File: src/rtl/fetch_queue_pkg.sv
// Shared constants and types for the fetch-to-decode instruction queue.
// Entry layout is {pc, inst}; NOP_INST is what decode sees when the queue is empty.
package fetch_queue_pkg;

  localparam int PC_W    = 64;
  localparam int INST_W  = 32;
  localparam int ENTRY_W = PC_W + INST_W;

  localparam logic [INST_W-1:0] NOP_INST = 32'h0000_0013;

  typedef struct packed {
    logic [PC_W-1:0]   pc;
    logic [INST_W-1:0] inst;
  } fq_entry_t;

  // RVC encodings use every low-bit pattern except 2'b11.
  function automatic logic is_rvc(input logic [INST_W-1:0] inst);
    return inst[1:0] != 2'b11;
  endfunction

  function automatic bit is_pow2_ge2(input int n);
    return (n >= 2) && ((n & (n - 1)) == 0);
  endfunction

endpackage

File: src/rtl/fetch_queue_if.sv
// Handshake bundle between fetch (master) and the queue (slave); decode-side
// signals ride in the same bundle so one instance wires the whole block.
interface fetch_queue_if
  import fetch_queue_pkg::*;
#(
  parameter int DEPTH = 4
);
  localparam int CW = $clog2(DEPTH) + 1;

  // Valid/ready: a transfer happens on a rising clock edge exactly when valid
  // and ready are both high; valid never waits on ready, and ready here depends
  // only on registered state.
  logic              flush_i;
  logic              enq_valid_i;
  logic [PC_W-1:0]   enq_pc_i;
  logic [INST_W-1:0] enq_inst_i;
  logic              enq_ready_o;
  logic              deq_valid_o;
  logic [PC_W-1:0]   deq_pc_o;
  logic [INST_W-1:0] deq_inst_o;
  logic              deq_ready_i;
  logic              is_compressed_o;
  logic [CW-1:0]     count_o;

  modport master (
    output flush_i, enq_valid_i, enq_pc_i, enq_inst_i, deq_ready_i,
    input  enq_ready_o, deq_valid_o, deq_pc_o, deq_inst_o, is_compressed_o, count_o
  );

  modport slave (
    input  flush_i, enq_valid_i, enq_pc_i, enq_inst_i, deq_ready_i,
    output enq_ready_o, deq_valid_o, deq_pc_o, deq_inst_o, is_compressed_o, count_o
  );

endinterface

File: src/rtl/fetch_queue.sv
// Instruction queue between fetch and decode: circular buffer of {pc, inst}
// with one-cycle flush on branch redirect and RVC flag for the head entry.
module fetch_queue
  import fetch_queue_pkg::*;
#(
  parameter int DEPTH = 4
) (
  input logic         clock,
  input logic         reset,
  fetch_queue_if.slave q
);

  localparam int AW = $clog2(DEPTH);
  localparam int CW = AW + 1;
  localparam logic [CW-1:0] FULL_COUNT = CW'(DEPTH);

  if (!is_pow2_ge2(DEPTH)) begin : g_bad_depth
    $error("fetch_queue: DEPTH must be a power of two and at least 2");
  end

  fq_entry_t     storage [DEPTH];
  logic [AW-1:0] rd_ptr;
  logic [AW-1:0] wr_ptr;
  logic [CW-1:0] count;

  logic enq_ready;
  logic deq_valid;
  logic enq_fire;
  logic deq_fire;

  // Ready looks only at count, so a full queue refuses even while draining.
  assign enq_ready = (count != FULL_COUNT);
  assign deq_valid = (count != '0);
  assign enq_fire  = q.enq_valid_i && enq_ready;
  assign deq_fire  = deq_valid && q.deq_ready_i;

  always_ff @(posedge clock or posedge reset) begin
    if (reset) begin
      rd_ptr <= '0;
      wr_ptr <= '0;
      count  <= '0;
      for (int i = 0; i < DEPTH; i++) begin
        storage[i] <= '0;
      end
    end else if (q.flush_i) begin
      rd_ptr <= '0;
      wr_ptr <= '0;
      count  <= '0;
    end else begin
      if (enq_fire) begin
        storage[wr_ptr] <= '{pc: q.enq_pc_i, inst: q.enq_inst_i};
        wr_ptr          <= wr_ptr + 1'b1;
      end
      if (deq_fire) begin
        rd_ptr <= rd_ptr + 1'b1;
      end
      case ({enq_fire, deq_fire})
        2'b10:   count <= count + 1'b1;
        2'b01:   count <= count - 1'b1;
        default: count <= count;
      endcase
    end
  end

  fq_entry_t head;
  assign head = storage[rd_ptr];

  always_comb begin
    q.deq_pc_o        = '0;
    q.deq_inst_o      = NOP_INST;
    q.is_compressed_o = 1'b0;
    if (deq_valid) begin
      q.deq_pc_o        = head.pc;
      q.deq_inst_o      = head.inst;
      q.is_compressed_o = is_rvc(head.inst);
    end
  end

  assign q.enq_ready_o = enq_ready;
  assign q.deq_valid_o = deq_valid;
  assign q.count_o     = count;

endmodule

File: src/flat_wrapper.sv
// flat-port wrapper written by rule: the top's interface ports become plain ports
module fetch_queue_flat import fetch_queue_pkg::*;
#(
  parameter int DEPTH = 4
)
  (clock, reset, q_flush_i, q_enq_valid_i, q_enq_pc_i, q_enq_inst_i, q_deq_ready_i, q_enq_ready_o, q_deq_valid_o, q_deq_pc_o, q_deq_inst_o, q_is_compressed_o, q_count_o);
  fetch_queue_if #(.DEPTH(DEPTH)) q_i ();
  input logic clock;
  input logic reset;
  input wire logic [$bits(q_i.flush_i)-1:0] q_flush_i;
  input wire logic [$bits(q_i.enq_valid_i)-1:0] q_enq_valid_i;
  input wire logic [$bits(q_i.enq_pc_i)-1:0] q_enq_pc_i;
  input wire logic [$bits(q_i.enq_inst_i)-1:0] q_enq_inst_i;
  input wire logic [$bits(q_i.deq_ready_i)-1:0] q_deq_ready_i;
  output wire logic [$bits(q_i.enq_ready_o)-1:0] q_enq_ready_o;
  output wire logic [$bits(q_i.deq_valid_o)-1:0] q_deq_valid_o;
  output wire logic [$bits(q_i.deq_pc_o)-1:0] q_deq_pc_o;
  output wire logic [$bits(q_i.deq_inst_o)-1:0] q_deq_inst_o;
  output wire logic [$bits(q_i.is_compressed_o)-1:0] q_is_compressed_o;
  output wire logic [$bits(q_i.count_o)-1:0] q_count_o;
  assign q_i.flush_i = q_flush_i;
  assign q_i.enq_valid_i = q_enq_valid_i;
  assign q_i.enq_pc_i = q_enq_pc_i;
  assign q_i.enq_inst_i = q_enq_inst_i;
  assign q_i.deq_ready_i = q_deq_ready_i;
  assign q_enq_ready_o = q_i.enq_ready_o;
  assign q_deq_valid_o = q_i.deq_valid_o;
  assign q_deq_pc_o = q_i.deq_pc_o;
  assign q_deq_inst_o = q_i.deq_inst_o;
  assign q_is_compressed_o = q_i.is_compressed_o;
  assign q_count_o = q_i.count_o;
  fetch_queue #(.DEPTH(DEPTH)) u_core (.clock(clock), .reset(reset), .q(q_i));
endmodule
File: config.mk
export PLATFORM = sky130hd
export DESIGN_NAME = fetch_queue_flat
export DESIGN_NICKNAME = d
export VERILOG_FILES = /design/src/rtl/fetch_queue_pkg.sv /design/src/rtl/fetch_queue_if.sv /design/src/rtl/fetch_queue.sv /design/src/flat_wrapper.sv
export SDC_FILE = /design/constraint.sdc
export NUM_CORES = 1
export LEC_CHECK = 0
export ABC_AREA = 1
export CORE_UTILIZATION = 57
export CTS_CLUSTER_DIAMETER = 120
export DETAILED_ROUTE_END_ITERATION = 12
export PLACE_DENSITY = 0.81
export SLEW_MARGIN = 30
export SYNTH_ARGS = -nofsm -noshare
export SYNTH_HDL_FRONTEND = slang
export SYNTH_SLANG_ARGS = --single-unit
File: constraint.sdc
create_clock -name clock -period 17 [get_ports clock]
set_input_delay 3.4 -clock clock [delete_from_list [all_inputs] [get_ports clock]]
set_output_delay 3.4 -clock clock [all_outputs]
set_load 0.005 [all_outputs]
Yosys cells after proc, flatten, opt, wreduce, memory -nomap -nowiden
Cells that the tools add are included.
- logic and storage cells: 48
- output and inout port bits: 102
- input bits: 101
- flip-flop bits (word level): 391
- bitwise logic cells: 3
- add/sub/neg operators: 4
- reduce and logical (&&, ||, !) cells: 8
- magnitude comparators: 3
- equality and inequality tests: 4
- multiplexer cells: 15
- operator list (cell ; number):
    384-bit bitwise mux ; 1
    96-bit 2-to-1 mux ; 3
    96-bit binary-select mux with 2-bit select ; 1
    96-bit demux with 2-bit select ; 1
    64-bit 2-to-1 mux ; 1
    32-bit 2-to-1 mux ; 1
    2-bit 2-to-1 mux ; 4
    3-bit >= comparator, second input constant ; 2
    2-bit NOT with 3-bit output ; 2
    3-bit one-hot mux with 2 select lines ; 1
    3-bit nonzero test ; 2
    2-bit by 1-bit adder with 2-bit output, second input constant ; 2
    2-bit nonzero test ; 2
    3-bit by 1-bit adder with 3-bit output, second input constant ; 1
    1-bit logical AND ; 3
    3-bit by 1-bit < comparator with 1-bit output, second input constant ; 1
    3-bit 2-to-1 mux ; 1
    3-bit inequality test, second input constant ; 1
    3-bit by 1-bit subtractor with 3-bit output, second input constant ; 1
    2-bit by 1-bit == test with 1-bit output, second input constant ; 1
    2-bit == test, second input constant ; 1
    2-bit inequality test, second input constant ; 1
    2-bit AND reduction ; 1
    1-bit 2-to-1 mux ; 1
    1-bit NOT ; 1

Logic depth before layout (Yosys ltp)
Gate-level depths: netlist of run 1.
- depth in word-level cells: 6
- mapped depth: 12
- gate-level depth less buffers: 12

Worst setup path before layout of run 1
Ideal clock, no wire load.
- kind: register -> output
- from: reg u_core.count[0], in the netlist u_core.q.count_o[0]
- to: out q_deq_inst_o[10]
- arrival time: 1.287 ns
- path slack: 12.313 ns
- data required time: 13.600 ns
- stages on the path, launching flop included: 7
- buffers on the path: 2
- cells stage by stage: dfrtp_1 -> nor2_2 -> nand2_1 -> inv_1 -> buf_2 -> buf_2 -> a21oi_1
- cells in the longest elaborated chain, start to end: 2
- RTL lines (item ; line ; text):
    from (decl) ; fetch_queue.sv:24 ; logic [CW-1:0] count;
    from (signal assigned) ; fetch_queue.sv:58 ; 2'b10: count <= count + 1'b1;
    from (signal assigned) ; fetch_queue.sv:59 ; 2'b01: count <= count - 1'b1;
    from (signal assigned) ; fetch_queue.sv:60 ; default: count <= count;
    3-bit nonzero test ; fetch_queue.sv:33 ; assign deq_valid = (count != '0);
    named net q_deq_valid_o ; flat_wrapper.sv:16 ; output wire logic [$bits(q_i.deq_valid_o)-1:0] q_deq_valid_o;
    32-bit 2-to-1 mux ; fetch_queue.sv:72 ; if (deq_valid) begin
    to (decl) ; flat_wrapper.sv:18 ; output wire logic [$bits(q_i.deq_inst_o)-1:0] q_deq_inst_o;
The timed path passes the listed nets, and every way through them passes these cells.

Final worst setup path of run 1
- from: reg u_core.count[0], in the netlist u_core.q.count_o[0]
- to: out q_deq_inst_o[6]
- cells in the longest elaborated chain, start to end: 2
- RTL lines (item ; line):
    3-bit nonzero test ; fetch_queue.sv:33
    32-bit 2-to-1 mux ; fetch_queue.sv:72
Every way passes these cells.

==> summary.md, run 1 <==
| Metric | Value |
|---|---|
| Antenna violations before repair | 1 |
| Post-Syn Area | 0.0181 mm² |
| Final hold vios | 0 |
| Yosys Warn Count | 0 |
| Placed Area | 0.0196 mm² |
| Drc violations | 0 |
| Hold_sp | u_core.storage[284] |
| Fillers | 2,416 |
| Max_cap viols | 0 |
| Mean Syn Cell Area | 8.49 µm² |
| Period utilization | 42.0% |
| Largest net degree at the start of global routing | 182 |
| Clock Pin Slew Worst Setup and Hold Paths | 0.06 ns |
| Clock Tree Buf Depth | 3 |
| First-pass GRT wire length | 74,100 µm |
| Port Buffers | 202 |
| Sequential area share after synthesis | 54.0% |
| Final worst path period need | 7.15 ns |
| Pins over their slew limit | 0 |
| Via-to-Cell Ratio | 5.62 |
| Power Dens Cells | 184 mW/mm² |
| R2r startpoint | u_core.q.count_o[0] |
| Setup violations, final | 0 |
| Post-Syn Nets | 2,241 |
| Most common cell after layout, fill and taps aside | nand2_1 |
| Net count, final | 2,342 |
| Latest clock arrival within the worst-skew pair | 0.54 ns |
| Worst clock skew | 0.00942 ns |
| DR iter-0 viols | 1,379 |
| Total track usage | 27.8% |
| Flops & latches, synth | 391 |
| CP max stage cell | clkinv_2 |
| Fmax | 140 MHz |
| Root buf cell | clkbuf_16 |
| Actual slew at the worst max-slew pin | 0.949 ns |
| H-tree Lvls | 2 |
| Die area | 0.0325 mm² |
| CTS buffer count | 41 |
| # hold bufs at CTS | 0 |
| Synth cell types | 25 |
| Startpoint Class | flop |
| Crit path max fanout | 60 |
| Detail Placement HPWL | 25,200 µm |
| Die X | 180 µm |
| RSZ-0062 raised after global routing | false |
| Area growth, synth to finish | 16.1% |
| Pre-antenna DRT Iters | 6 |
| Cell Chain, Critical Path | nor2_2 > nand2_1 > clkinv_2 > buf_4 > a21oi_1 > clkdlybuf4s50_1 |
| Required time of the critical path | 13.60 ns |
| Final setup TNS | 0 ns |
| # resized after CTS | 0 |
| CP Capture Type | primary output |
| Non-filler cells, final | 2,665 |
| Leak | 9.66 nW |
| Via count | 15,000 |
| WHS Endpoint | u_core.storage[284] |
| R2r worst-path depth | 8 |
| Outcome | finished, final reports clean |
| VDD IR max | 105 µV |
| Dpl cells | 2,588 |
| Crit Reg-Reg Endpoint | u_core.storage[215] |
| Fraction of layout cells with a size suffix above 1 | 6.61% |
| R2R Setup Slk | 14.06 ns |
| Drt total wl | 44,600 µm |
| Crit path DAT | 3.75 ns |
| Core region area | 0.0309 mm² |
| Sink Count | 391 |
| Design area | 0.0210 mm² |
| Die Span Y | 180 µm |
| Initial Utilization | 58.6% |
| Crit Path Class | flop to primary output |
| Post-Syn Instances | 2,135 |
| RePlAce Congestion | 0.776 |
| Post-layout util | 68.1% |
| Congestion Overflow GR | 0 |
| CTS tree | done |
| Most frequent cells in the layout | nand2_1 (402), dfrtp_1 (389), nor2_1 (379), o21ai_1 (276), o21ai_0 (240) |
| Num ports | 203 |
| Min-Delay Path Depth | 2 |
| CP max stage delay | 0.65 ns |
| Setup repair bufs after CTS | 0 |
| HP Class | flop to flop |
| Post-DRT Antenna Nets | 0 |
| Row count | 64 |
| Relative slew slack | 36.7% |
| Vias in the first global route | 14,800 |
| Routed len/inst | 16.7 µm |
critical path, delay by kind of cell (launching register included):
| family | cells | cell delay (ns) |
|---|---|---|
| AND/OR/NAND/NOR | 2 | 0.51 |
| buffers and inverters | 3 | 1.83 |
| flip-flops | 1 | 0.47 |
| AO/OA/AOI/OAI | 1 | 0.38 |
per-layer routing:
metal	global-route usage [%]	share of wire (%)	vias up
met3	5.23	7.3	76
met4	9.44	2.3	0
met5	0	0	-
met1	36.6	41	7255
met2	46.6	49	523
li1	-	-	7128
per-stage QoR:
stage	hold slack [ns]	power (mW)	worst slack, ns
2_1_floorplan	0.448	2.40	2.73
3_3_place_gp	0.458	2.91	10.26
3_5_place_dp	0.462	2.97	10.21
4_1_cts	0.478	3.89	9.60
5_1_grt	0.491	4.15	9.65
6_report	0.475	3.88	9.85
how the worst max path moves through the flow:
stage / depth (start not counted) / slack (ns) / start / end
after floorplan: 1 / 2.73 / reset / u_core.q.count_o[0]
after global placement: 5 / 10.26 / u_core.rd_ptr[0] / q_deq_pc_o[35]
after detailed placement: 5 / 10.21 / u_core.rd_ptr[0] / q_deq_pc_o[35]
after CTS: 5 / 9.60 / u_core.rd_ptr[0] / q_deq_inst_o[27]
after global routing: 5 / 9.65 / u_core.rd_ptr[0] / q_deq_pc_o[35]
final: 6 / 9.85 / u_core.q.count_o[0] / q_deq_inst_o[6]
flip-flops by register name, summed over array words and instances, names as in the netlist:
register and flops:
u_core.wr_ptr 2, u_core.storage 384, u_core.q.count_o 3, u_core.rd_ptr 2
cell families (layout without fill, tap and decap cells):
logic type	Yosys count	after routing	synth area share, %
buffers and inverters	265	398	8.66
other	0	1	0
AO/OA/AOI/OAI	677	677	20.0
XOR/XNOR	1	1	0.0483
flip-flops	391	391	54.0
AND/OR/NAND/NOR	796	796	16.9
adder cells (fa/ha/maj)	5	5	0.387
report_power, final:
| group | leakage [nW] | total [mW] | switching, mW | internal, mW |
|---|---|---|---|---|
| Clock | 0.661 | 0.891 | 0.362 | 0.529 |
| Sequential | 5.01 | 1.55 | 0.230 | 1.32 |
| Combinational | 3.99 | 1.44 | 0.794 | 0.645 |
layout make-up:
class	count	area (µm²)	share of cell area, %
tap	396	495	2.36
clock buffer	66	1230	5.85
timing repair buffer	216	2170	10.3
clock inverter	9	124	0.589
antenna	1	2.50	0.0119
sequential	391	9790	46.5
multi-input combinational	1479	6810	32.4
inverter	107	414	1.97
cell usage after synthesis (all sizes together):
master / instances / area (µm²)
clkbuf: 40 / 150
o211ai: 4 / 30.0
fa: 1 / 20.0
o311ai: 1 / 8.76
nand2: 408 / 1580
nand3b: 1 / 7.51
a21oi: 96 / 480
nand3: 4 / 20.0
o21ai: 576 / 3110
dfrtp: 391 / 9780
buf: 118 / 1020
xnor2: 1 / 8.76
nor2: 381 / 1450
or2: 2 / 12.5
inv: 107 / 402
ha: 4 / 50.1
(Power assumes the default switching activity.)
==> run 2: changes to the inputs <==
- clock period: 17 -> 7.3 ns (I/O delays scaled with it)
==> run 2 against run 1 <==
- count of clock-buffer cells in the layout is 7 lower
- cell count grew 0.15%
- sequential share of layout area down 0.50 points
- via count up 0.74%
- die area stayed put
- worst setup slack got worse by 8.0 ns
- critical path type unchanged
- critical endpoint is now q_deq_inst_o[16]
==> summary.md, run 2 (synthesized netlist as in run 1, its figures left out) <==
| Metric | Value |
|---|---|
| Highest routed layer | met4 |
| Dpl cells | 2,590 |
| Critical Path Sink | q_deq_inst_o[16] |
| Placed Area | 0.0198 mm² |
| H-tree Lvls | 2 |
| Post-DRT Antenna Nets | 0 |
| Area growth, synth to finish | 17.3% |
| Most flop-heavy register | u_core.storage |
| Crit path depth | 6 |
| Setup violations, final | 0 |
| Num ports | 203 |
| Met3 routed WL | 3080 µm |
| Final setup TNS | 0 ns |
| CTS buffer count | 41 |
| Crit path DAT | 3.98 ns |
| HP Class | flop to flop |
| Pins over their slew limit | 0 |
| Via-to-Cell Ratio | 5.65 |
| Pre-antenna DRT Iters | 6 |
| Core region area | 0.0309 mm² |
| Power Dens Cells | 435 mW/mm² |
| WL met1 | 19,000 µm |
| Final hold vios | 0 |
| Sink Count | 391 |
| Antenna violations before repair | 3 |
| Die Span Y | 180 µm |
| Non-filler cells, final | 2,669 |
| First-pass GRT wire length | 74,300 µm |
| Required time of the critical path | 5.84 ns |
| Final worst path period need | 5.44 ns |
| DR iter-0 viols | 1,458 |
| Period utilization | 74.6% |
| Crit Reg-Reg Endpoint | u_core.storage[225] |
| Cell Chain, Critical Path | clkinv_2 > buf_4 > nor2_1 > o21ai_0 > a21oi_1 > clkdlybuf4s50_1 |
| Die X | 180 µm |
| Routed len/inst | 16.8 µm |
| Most common cell after layout, fill and taps aside | nand2_1 |
| # hold bufs at CTS | 0 |
| Congestion Overflow GR | 0 |
| CTS tree | done |
| Latest clock arrival within the worst-skew pair | 0.54 ns |
| Detail Placement HPWL | 25,500 µm |
| CP max stage delay | 0.85 ns |
| Net count, final | 2,345 |
| Most frequent cells in the layout | nand2_1 (402), dfrtp_1 (389), nor2_1 (379), o21ai_1 (276), o21ai_0 (240) |
| Pre-CTS setup slack | 2.53 ns |
| Design area | 0.0213 mm² |
| Row count | 64 |
| Worst clock skew | 0.0169 ns |
| RePlAce Congestion | 0.783 |
| Worst hold-check slack | 0.477 ns |
| Startpoint Class | flop |
| Via count | 15,100 |
| Cell family with most CP delay | buffers and inverters |
| Fillers | 2,442 |
| Initial Utilization | 58.6% |
| Leak | 9.77 nW |
| Die area | 0.0325 mm² |
| Post-layout util | 68.8% |
| Crit path max fanout | 50 |
| R2r worst-path depth | 8 |
| CP Capture Type | primary output |
| Total track usage | 27.9% |
| # resized after CTS | 0 |
| CP max stage cell | clkinv_2 |
| Origin of the worst setup path | u_core.rd_ptr[1] |
| Setup ws final | 1.86 ns |
| Total power | 9.25 mW |
| Clock Tree Buf Depth | 3 |
| Reg area | 0.00979 mm² |
| Max_cap viols | 0 |
| RSZ-0062 raised after global routing | false |
| Setup repair bufs after CTS | 0 |
| WP buf/inv | 3 |
| Largest register FFs | 384 |
| Metal2 WL | 21,300 µm |
| Drt total wl | 44,800 µm |
| Relative slew slack | 39.7% |
| Outcome | finished, final reports clean |
| Clock Pin Slew Worst Setup and Hold Paths | 0.06 ns |
| Vias in the first global route | 14,700 |
| Root buf cell | clkbuf_16 |
| R2r startpoint | u_core.q.count_o[0] |
| Multi-input logic area | 0.00681 mm² |
| R2R Setup Slk | 4.44 ns |
| Fmax | 184 MHz |
| Largest net degree at the start of global routing | 148 |
| Actual slew at the worst max-slew pin | 0.905 ns |
| Fraction of layout cells with a size suffix above 1 | 7.05% |
| Port Buffers | 202 |
| Crit Path Class | flop to primary output |
| Drc violations | 0 |
| VDD IR max | 282 µV |
==> run 2: routing by layer <==
| metal | vias to the layer above | track usage (%) |
|---|---|---|
| met3 | 98 | 4.32 |
| met5 | - | 0 |
| li1 | 7156 | - |
| met2 | 610 | 45.8 |
| met1 | 7229 | 37.5 |
| met4 | 0 | 10.6 |
==> run 2: worst register-to-register path: stages, from the launching register on <==
cell     delay [ns]
dfrtp_1        0.45
nor2_2         0.23
nand2_4        0.09
nand2_4        0.11
nor2_8         0.08
nand2_8        0.64
buf_4          0.88
nand2_1        0.20
o21ai_2        0.10
==> run 2: power by group <==
part	internal (mW)	leakage, nW	switching [mW]
clock network	1.38	0.720	0.856
registers	3.07	5.01	0.558
logic	1.53	4.04	1.85
==> run 2: how the worst min path moves through the flow <==
| stage | slack [ns] | end | cells past startpoint | startpoint |
|---|---|---|---|---|
| finish | 0.48 | u_core.storage[270] | 2 | u_core.storage[270] |
| global route | 0.50 | u_core.storage[234] | 2 | u_core.storage[234] |
| CTS | 0.48 | u_core.storage[241] | 2 | u_core.storage[241] |
| detailed placement | 0.46 | u_core.storage[241] | 2 | u_core.storage[241] |
| global placement | 0.46 | u_core.storage[280] | 2 | u_core.storage[280] |
| floorplan | 0.45 | u_core.storage[15] | 2 | u_core.storage[15] |
==> run 2: layout make-up <==
| type | instances | area share [%] |
|---|---|---|
| antenna | 3 | 0.0353 |
| clock buffer | 59 | 5.77 |
| clock inverter | 15 | 1.11 |
| inverter | 107 | 1.93 |
| multi-input combinational | 1479 | 32.0 |
| sequential | 391 | 46.0 |
| tap | 396 | 2.33 |
| timing repair buffer | 219 | 10.8 |
